`src/rtl/big_ram_arbiter_if.sv`:
```
// big_ram_arbiter_if: requester and RAM-port signal bundle for big_ram_arbiter.
//   slave  : arbiter side. Takes requests and ram_dout; drives acks, rdata, busy, RAM command.
//   master : environment side. Requesters plus the bigRam array.
`timescale 1ns/1ps
interface big_ram_arbiter_if #(
    parameter int unsigned ADDR_W = 8,
    parameter int unsigned DATA_W = 32
);
    logic              req0;
    logic              req1;
    logic              wr0;
    logic              wr1;
    logic [ADDR_W-1:0] addr0;
    logic [ADDR_W-1:0] addr1;
    logic [DATA_W-1:0] wdata0;
    logic [DATA_W-1:0] wdata1;
    logic              ack0;
    logic              ack1;
    logic [DATA_W-1:0] rdata;
    logic              busy;
    logic              ram_en;
    logic              ram_wr;
    logic [ADDR_W-1:0] ram_addr;
    logic [DATA_W-1:0] ram_din;
    logic [DATA_W-1:0] ram_dout;

    modport slave (
        input  req0, req1, wr0, wr1, addr0, addr1, wdata0, wdata1, ram_dout,
        output ack0, ack1, rdata, busy, ram_en, ram_wr, ram_addr, ram_din
    );

    modport master (
        output req0, req1, wr0, wr1, addr0, addr1, wdata0, wdata1, ram_dout,
        input  ack0, ack1, rdata, busy, ram_en, ram_wr, ram_addr, ram_din
    );
endinterface

```
`src/rtl/big_ram_arbiter.sv`:
```
// big_ram_arbiter: round-robin arbiter and sequencer for the single-port 256x32 bigRam.
// Ports:
//   Clk   - rising-edge clock shared with bigRam
//   Reset - synchronous active-high reset
//   bus   - big_ram_arbiter_if.slave: two request ports (req/wr/addr/wdata -> ack),
//           shared rdata, busy, and the RAM command port (ram_en/ram_wr/ram_addr/ram_din, ram_dout)
// All outputs are registered.
`timescale 1ns/1ps
module big_ram_arbiter #(
    parameter int unsigned ADDR_W = 8,
    parameter int unsigned DATA_W = 32
) (
    input  logic                 Clk,
    input  logic                 Reset,
    big_ram_arbiter_if.slave     bus
);

    localparam logic [1:0] ST_IDLE  = 2'd0;
    localparam logic [1:0] ST_ISSUE = 2'd1;
    localparam logic [1:0] ST_WAIT  = 2'd2;
    localparam logic [1:0] ST_ACK   = 2'd3;

    logic [1:0]        state_q,    state_d;
    logic              sel_q,      sel_d;
    logic              last_q,     last_d;
    logic              ram_en_q,   ram_en_d;
    logic              ram_wr_q,   ram_wr_d;
    logic [ADDR_W-1:0] ram_addr_q, ram_addr_d;
    logic [DATA_W-1:0] ram_din_q,  ram_din_d;
    logic [DATA_W-1:0] rdata_q,    rdata_d;
    logic              ack0_q,     ack0_d;
    logic              ack1_q,     ack1_d;
    logic              busy_q,     busy_d;
    logic              gnt;
    logic              do_gnt;

    // State and output registers
    always_ff @(posedge Clk) begin
        if (Reset) begin
            state_q    <= ST_IDLE;
            sel_q      <= 1'b0;
            last_q     <= 1'b1;
            ram_en_q   <= 1'b0;
            ram_wr_q   <= 1'b0;
            ram_addr_q <= '0;
            ram_din_q  <= '0;
            rdata_q    <= '0;
            ack0_q     <= 1'b0;
            ack1_q     <= 1'b0;
            busy_q     <= 1'b0;
        end else begin
            state_q    <= state_d;
            sel_q      <= sel_d;
            last_q     <= last_d;
            ram_en_q   <= ram_en_d;
            ram_wr_q   <= ram_wr_d;
            ram_addr_q <= ram_addr_d;
            ram_din_q  <= ram_din_d;
            rdata_q    <= rdata_d;
            ack0_q     <= ack0_d;
            ack1_q     <= ack1_d;
            busy_q     <= busy_d;
        end
    end

    // Next-state and next-output logic
    always_comb begin
        state_d    = state_q;
        sel_d      = sel_q;
        last_d     = last_q;
        ram_en_d   = 1'b0;
        ram_wr_d   = 1'b0;
        ram_addr_d = ram_addr_q;
        ram_din_d  = ram_din_q;
        rdata_d    = rdata_q;
        ack0_d     = 1'b0;
        ack1_d     = 1'b0;
        gnt        = 1'b0;
        do_gnt     = 1'b0;

        case (state_q)
            ST_IDLE: begin
                // On a tie the port not served last wins
                if (bus.req0 && bus.req1) begin
                    do_gnt = 1'b1;
                    gnt    = ~last_q;
                end else if (bus.req0) begin
                    do_gnt = 1'b1;
                    gnt    = 1'b0;
                end else if (bus.req1) begin
                    do_gnt = 1'b1;
                    gnt    = 1'b1;
                end
                if (do_gnt) begin
                    sel_d      = gnt;
                    ram_en_d   = 1'b1;
                    ram_wr_d   = gnt ? bus.wr1    : bus.wr0;
                    ram_addr_d = gnt ? bus.addr1  : bus.addr0;
                    ram_din_d  = gnt ? bus.wdata1 : bus.wdata0;
                    state_d    = ST_ISSUE;
                end
            end
            ST_ISSUE: begin
                // RAM samples the command at the end of this cycle; address holds
                ram_din_d = '0;
                if (ram_wr_q) begin
                    ack0_d  = ~sel_q;
                    ack1_d  = sel_q;
                    state_d = ST_ACK;
                end else begin
                    state_d = ST_WAIT;
                end
            end
            ST_WAIT: begin
                rdata_d = bus.ram_dout;
                ack0_d  = ~sel_q;
                ack1_d  = sel_q;
                state_d = ST_ACK;
            end
            ST_ACK: begin
                last_d  = sel_q;
                state_d = ST_IDLE;
            end
            default: begin
                state_d = ST_IDLE;
            end
        endcase

        busy_d = (state_d != ST_IDLE);
    end

    assign bus.ram_en   = ram_en_q;
    assign bus.ram_wr   = ram_wr_q;
    assign bus.ram_addr = ram_addr_q;
    assign bus.ram_din  = ram_din_q;
    assign bus.rdata    = rdata_q;
    assign bus.ack0     = ack0_q;
    assign bus.ack1     = ack1_q;
    assign bus.busy     = busy_q;

endmodule

```
`src/flat_wrapper.sv`:
```
// flat-port wrapper written by rule: the top's interface ports become plain ports
module big_ram_arbiter_flat 
#(
    parameter int unsigned ADDR_W = 8,
    parameter int unsigned DATA_W = 32
)
  (Clk, Reset, bus_req0, bus_req1, bus_wr0, bus_wr1, bus_addr0, bus_addr1, bus_wdata0, bus_wdata1, bus_ram_dout, bus_ack0, bus_ack1, bus_rdata, bus_busy, bus_ram_en, bus_ram_wr, bus_ram_addr, bus_ram_din);
  big_ram_arbiter_if #(.ADDR_W(ADDR_W), .DATA_W(DATA_W)) bus_i ();
  input  logic Clk;
  input  logic Reset;
  input wire logic [$bits(bus_i.req0)-1:0] bus_req0;
  input wire logic [$bits(bus_i.req1)-1:0] bus_req1;
  input wire logic [$bits(bus_i.wr0)-1:0] bus_wr0;
  input wire logic [$bits(bus_i.wr1)-1:0] bus_wr1;
  input wire logic [$bits(bus_i.addr0)-1:0] bus_addr0;
  input wire logic [$bits(bus_i.addr1)-1:0] bus_addr1;
  input wire logic [$bits(bus_i.wdata0)-1:0] bus_wdata0;
  input wire logic [$bits(bus_i.wdata1)-1:0] bus_wdata1;
  input wire logic [$bits(bus_i.ram_dout)-1:0] bus_ram_dout;
  output wire logic [$bits(bus_i.ack0)-1:0] bus_ack0;
  output wire logic [$bits(bus_i.ack1)-1:0] bus_ack1;
  output wire logic [$bits(bus_i.rdata)-1:0] bus_rdata;
  output wire logic [$bits(bus_i.busy)-1:0] bus_busy;
  output wire logic [$bits(bus_i.ram_en)-1:0] bus_ram_en;
  output wire logic [$bits(bus_i.ram_wr)-1:0] bus_ram_wr;
  output wire logic [$bits(bus_i.ram_addr)-1:0] bus_ram_addr;
  output wire logic [$bits(bus_i.ram_din)-1:0] bus_ram_din;
  assign bus_i.req0 = bus_req0;
  assign bus_i.req1 = bus_req1;
  assign bus_i.wr0 = bus_wr0;
  assign bus_i.wr1 = bus_wr1;
  assign bus_i.addr0 = bus_addr0;
  assign bus_i.addr1 = bus_addr1;
  assign bus_i.wdata0 = bus_wdata0;
  assign bus_i.wdata1 = bus_wdata1;
  assign bus_i.ram_dout = bus_ram_dout;
  assign bus_ack0 = bus_i.ack0;
  assign bus_ack1 = bus_i.ack1;
  assign bus_rdata = bus_i.rdata;
  assign bus_busy = bus_i.busy;
  assign bus_ram_en = bus_i.ram_en;
  assign bus_ram_wr = bus_i.ram_wr;
  assign bus_ram_addr = bus_i.ram_addr;
  assign bus_ram_din = bus_i.ram_din;
  big_ram_arbiter #(.ADDR_W(ADDR_W), .DATA_W(DATA_W)) u_core (.Clk(Clk), .Reset(Reset), .bus(bus_i));
endmodule
```
`config.mk`:
```
export PLATFORM = sky130hd
export DESIGN_NAME = big_ram_arbiter_flat
export DESIGN_NICKNAME = d
export VERILOG_FILES = /design/src/rtl/big_ram_arbiter_if.sv /design/src/rtl/big_ram_arbiter.sv /design/src/flat_wrapper.sv
export SDC_FILE = /design/constraint.sdc
export NUM_CORES = 1
export LEC_CHECK = 0
export ABC_AREA = 1
export CORE_ASPECT_RATIO = 1.5
export CORE_MARGIN = 4
export CORE_UTILIZATION = 42
export CTS_BUF_LIST = sky130_fd_sc_hd__clkbuf_8
export CTS_CLUSTER_SIZE = 8
export DETAILED_ROUTE_END_ITERATION = 8
export PLACE_DENSITY = 0.93
export SLEW_MARGIN = 0
export SYNTH_ARGS = -nofsm -noshare
export SYNTH_HDL_FRONTEND = slang
export SYNTH_SLANG_ARGS = --single-unit
```
`constraint.sdc`:
```
create_clock -name Clk -period 2.4 [get_ports Clk]
set_clock_uncertainty 0.1 [all_clocks]
set_input_delay 0.24 -clock Clk [delete_from_list [all_inputs] [get_ports Clk]]
set_output_delay 0.24 -clock Clk [all_outputs]
set_load 0.1 [all_outputs]
```
# Word level (Yosys, flattened, before mapping)
# Cells that the tools add are included.
word_totals:
  reg_bits: 81
  inputBits: 118
  out_inout_bits: 77
  elab_cells: 47
op_classes:
  n_eq_ne: 4
  n_mux: 20
  bitwise: 4
  reduce_logical: 8
op_table:
  columns: ["op", "count"]
  rows:
  - ["$mux 32", 2]
  - ["$pmux 32 s2", 1]
  - ["$mux 1", 12]
  - ["$mux 8", 1]
  - ["$pmux 2 s4", 1]
  - ["$eq 2x2->1 const B", 2]
  - ["$not 1->1", 4]
  - ["$pmux 1 s2", 2]
  - ["$reduce_and 2->1", 2]
  - ["$reduce_bool 2->1", 2]
  - ["$reduce_or 3->1", 1]
  - ["$eq 2x1->1 const B", 1]
  - ["$logic_not 2->1", 1]
  - ["$mux 2", 1]
  - ["$ne 2x1->1 const B", 1]
  - ["$reduce_or 2->1", 1]
  - ["$logic_and 1x1->1", 1]

# Depth between registers and ports, before layout
depth:
  ltp_word: 7
  mapped_depth: 8
  depth_no_buf: 7

# Worst setup path before layout
# OpenSTA, ideal clock, no wires.
synth_path:
  path_type: "reg2reg"
  start: "reg u_core.state_q[0]"
  end: "reg u_core.ram_din_q[20] (netlist: u_core.bus.ram_din[20])"
  setup_ns: 0.070
  t_arrival_ns: 1.327
  required_ns: 2.230
  path_slack_ns: 0.902
  path_stages_with_launch: 8
  path_buffers: 1
  synth_period_minus_slack_ns: 1.498
  path_cell_list: "dfxtp_1 inv_1 ha_1 inv_2 nand2_1 buf_1 nand3_1 a21oi_1"
synth_via:
  elab_chain_cells: 3
  elab_cells_between_ends: 6
  cone_classes: "eq/ne (2); mux (1); reduce/logical (3)"
synth_lines:
  columns: ["item", "line_no", "rtl"]
  rows:
  - ["start, declared", "big_ram_arbiter.sv:23", "logic [1:0] state_q, state_d;"]
  - ["start signal, assigned", "big_ram_arbiter.sv:52", "state_q <= state_d;"]
  - ["$logic_not 2->1 / $eq 2x1->1 (equally long branches)", "big_ram_arbiter.sv:81", "case (state_q)"]
  - ["$ne 2x1->1 (no line) / $reduce_bool 2->1 (equally long branches)", null, null]
  - ["$reduce_and 2->1 (no line)", null, null]
  - ["end signal, assigned", "big_ram_arbiter.sv:58", "ram_din_q <= ram_din_d;"]
  - ["end, declared", "big_ram_arbiter.sv:29", "logic [DATA_W-1:0] ram_din_q, ram_din_d;"]
# Several ways; a longest one is shown, not always the timed one.
# A chain may end at the register's enable or synchronous reset.

# Worst setup path in the final report
layout_path:
  start: "reg u_core.state_q[0]"
  end: "reg u_core.ram_din_q[5] (netlist: u_core.bus.ram_din[5])"
# The elaborated chain is that of the path after synthesis.

==> qor.yml <==
synth:
  synthCells: 493
  ys_seq_elements: 81
  ys_seq_area_share_pct: 45.3
  yosysWarnings: 0
  synth_area_um2: 3580
  syn-num-nets: 615
  ys_types: 18
  synth.avg_cell_area_um2: 7.26
place:
  hpwl_mm: 8.62
  gp_congestion: 0.897
  portBuffers: 194
  dpl_cell_area_um2: 5380
route:
  dr.pass1.iters: 6
  viasPerCell: 5.05
  drc: 0
  drtIter0Drc: 314
  wl_per_cell_um: 14.9
  vias: 3973
  drt_wl_total_mm: 11.7
  ant_nets: 0
floorplanning:
  die_y_um: 121
  core_um2: 8360
  rows: 41
  die_area_um2: 10100
  io_pins: 195
  die_w_um: 83.4
  floorplan.initialDensity_pct: 42.8
finish:
  final_common_cell: "clkdlybuf4s50_1"
  num-fill-cells: 670
  area_growth_pct: 56.2
  nNetsFinal: 797
  multi_input_area_um2: 1600
  design_area_um2: 5590
  most-common-layout-cells: "clkdlybuf4s50_1, buf_4, dfxtp_1, nor2_1, nand2_1"
  ff_latch_area_um2: 1620
  post-route-util_pct: 66.8
  antenna_cells: 0
  final_layout_size_suffix_gt1_share_pct: 16.0
clocking:
  cts_buffers: 9
  cts_root_buffer: "clkbuf_8"
  clk_path_buf_depth: 2
  numClockSinks: 81
  clk_latency_ns: 0.34
  holdBufCountCts: 0
  cts_tree: "built"
  cts_resized: 0
  htree_levels: 3
  clk_pin_slew_ns: 0.08
  post_cts_buffers: 0
power:
  intPower_mw: 3.56
  ir_drop_uv: 1190
  seqPwrFrac_pct: 23.8
  p_per_area_nw_per_um2: 1560
  p_leak_nw: 2.60
  p_sw_mw: 5.18
  p_comb_share_pct: 64.5
  p_clk_share_pct: 11.7
  switching_share_pct: 59.2
min_path:
  worst_hold_path.endpoint: "u_core.bus.ack1$_SDFF_PP0_"
  hp-start: "u_core.sel_q$_SDFFE_PP0P_"
  hp-class: "flop to flop"
  hold_depth: 2
job:
  max-cap-violations: 0
sta:
  timing.final.crit_period_ns: 1.85
  setup_tns_ns: 0
  tightest_slew_ns: 0.563
  setup_viol: 0
  slew_headroom_pct: 62.4
  fmax_ghz: 0.541
  hold_violations: 0
  rsz0062_at_grt: "false"
  drv_slew: 0
  finalCritPeriodShare_pct: 77.0
worst_setup_path:
  start_kind: "flop"
  crit_chain: "inv_1 > ha_1 > inv_2 > nor2_4 > inv_2 > nand3_1 > a21oi_1"
  path_class: "flop to flop"
  path_max_fanout: 33
  cp_common_cell: "inv_2"
  ff2ff_path_depth: 7
  rr_endpoint: "u_core.bus.ram_din[5]$_SDFFE_PP0P_"
  cp_slowest_cell: "inv_2"
  slowest_delay_ns: 0.42
  endpoint_kind: "flop"
  cp.required_ns: 2.56
  r2r_slack_ns: 0.55
  arrival_ns: 2.01
  r2r_start: "u_core.state_q[0]$_SDFF_PP0_"
global_routing:
  grt.total_usage_pct: 22.5
  grt_max_degree: 37
  grt_pass1_wl_mm: 18.7
  overflow: 0
  antenna_found_initial: 0
  grt_pass1_vias: 3898
outcome:
  status: "completed"
stage by stage:
stage / std cells / power [mW] / hold WS [ns] / setup slack [ns]
floorplan: 493 / 6.51 / 0.275 / 0.902
global placement: 771 / 7.64 / 0.354 / 0.495
detailed placement: 771 / 7.74 / 0.359 / 0.395
CTS: 787 / 8.78 / 0.343 / 0.554
global route: 787 / 9.13 / 0.364 / 0.408
finish: 787 / 8.74 / 0.359 / 0.552
cells in the mapped netlist:
library cell / count / share of area [%]
nor3_4: 1 / 0.45
o21ai_0: 41 / 5.7
nand3b_1: 32 / 6.7
buf_6: 3 / 0.94
nor2_4: 2 / 0.63
buf_1: 2 / 0.21
clkbuf_1: 18 / 1.9
nor2_1: 69 / 7.2
inv_1: 47 / 4.9
nand2_1: 68 / 7.1
inv_2: 3 / 0.31
o22ai_1: 1 / 0.17
dfxtp_1: 81 / 45
ha_1: 4 / 1.4
nand3_1: 65 / 9.1
a21oi_1: 43 / 6.0
clkinv_1: 1 / 0.10
buf_2: 12 / 1.7
flip-flops by register name (all words and copies together), names as in the netlist:
signal	flops
u_core.bus.ack0	1
u_core.bus.busy	1
u_core.bus.ack1	1
u_core.state_q	2
u_core.bus.ram_wr	1
u_core.bus.ram_din	32
u_core.sel_q	1
u_core.bus.ram_addr	8
u_core.bus.ram_en	1
u_core.bus.rdata	32
u_core.last_q	1
cell type report:
class,count,area share (%)
Clock inverter,4,0.761
Tap cell,107,2.40
Sequential cell,81,29.0
Inverter,51,3.43
Timing Repair Buffer,206,32.9
Multi-Input combinational cell,326,28.5
Clock buffer,12,2.95
worst max-delay path, delay by kind of cell, from the launching register on:
kind	cells	cell delay, ns
buffers and inverters	3	0.63
DFF	1	0.37
adders and majority gates	1	0.25
AOI/OAI and AO/OA	1	0.21
and+or+nand+nor	2	0.19
worst max-delay path by stage:
stage	start	slack, ns	endpoint
3_5_place_dp	bus_req0	0.39	u_core.bus.ram_din[14]$_SDFFE_PP0P_
2_1_floorplan	u_core.state_q[0]$_SDFF_PP0_	0.90	u_core.bus.ram_din[20]$_SDFFE_PP0P_
6_report	u_core.state_q[0]$_SDFF_PP0_	0.55	u_core.bus.ram_din[5]$_SDFFE_PP0P_
4_1_cts	u_core.state_q[0]$_SDFF_PP0_	0.55	u_core.bus.ram_din[5]$_SDFFE_PP0P_
3_3_place_gp	bus_req0	0.50	u_core.bus.ram_din[29]$_SDFFE_PP0P_
5_1_grt	u_core.state_q[0]$_SDFF_PP0_	0.41	u_core.bus.ram_din[5]$_SDFFE_PP0P_
power groups by stage:
stage | sequential (mW) | clock (mW) | combinational, mW
5_1_grt | 2.13 | 1.09 | 5.90
3_5_place_dp | 2.10 | 0 | 5.64
6_report | 2.08 | 1.02 | 5.64
4_1_cts | 2.08 | 1.04 | 5.65
2_1_floorplan | 5.28 | 0 | 1.23
3_3_place_gp | 2.07 | 0 | 5.57
cells by family after synthesis:
kind of cell / share of synthesized area [%]
and+or+nand+nor: 31.3
buffers and inverters: 10.1
AOI/OAI and AO/OA: 11.9
adders and majority gates: 1.40
DFF: 45.3
per-layer routing:
layer	global-route usage [%]	wire [µm]	share of wire, %
met5	0	0	0
met4	7.87	291	2.5
met3	7.20	1090	9.3
met2	39.2	5800	50
met1	25.8	4530	39
No activity file was read; power rests on OpenSTA's default activity.
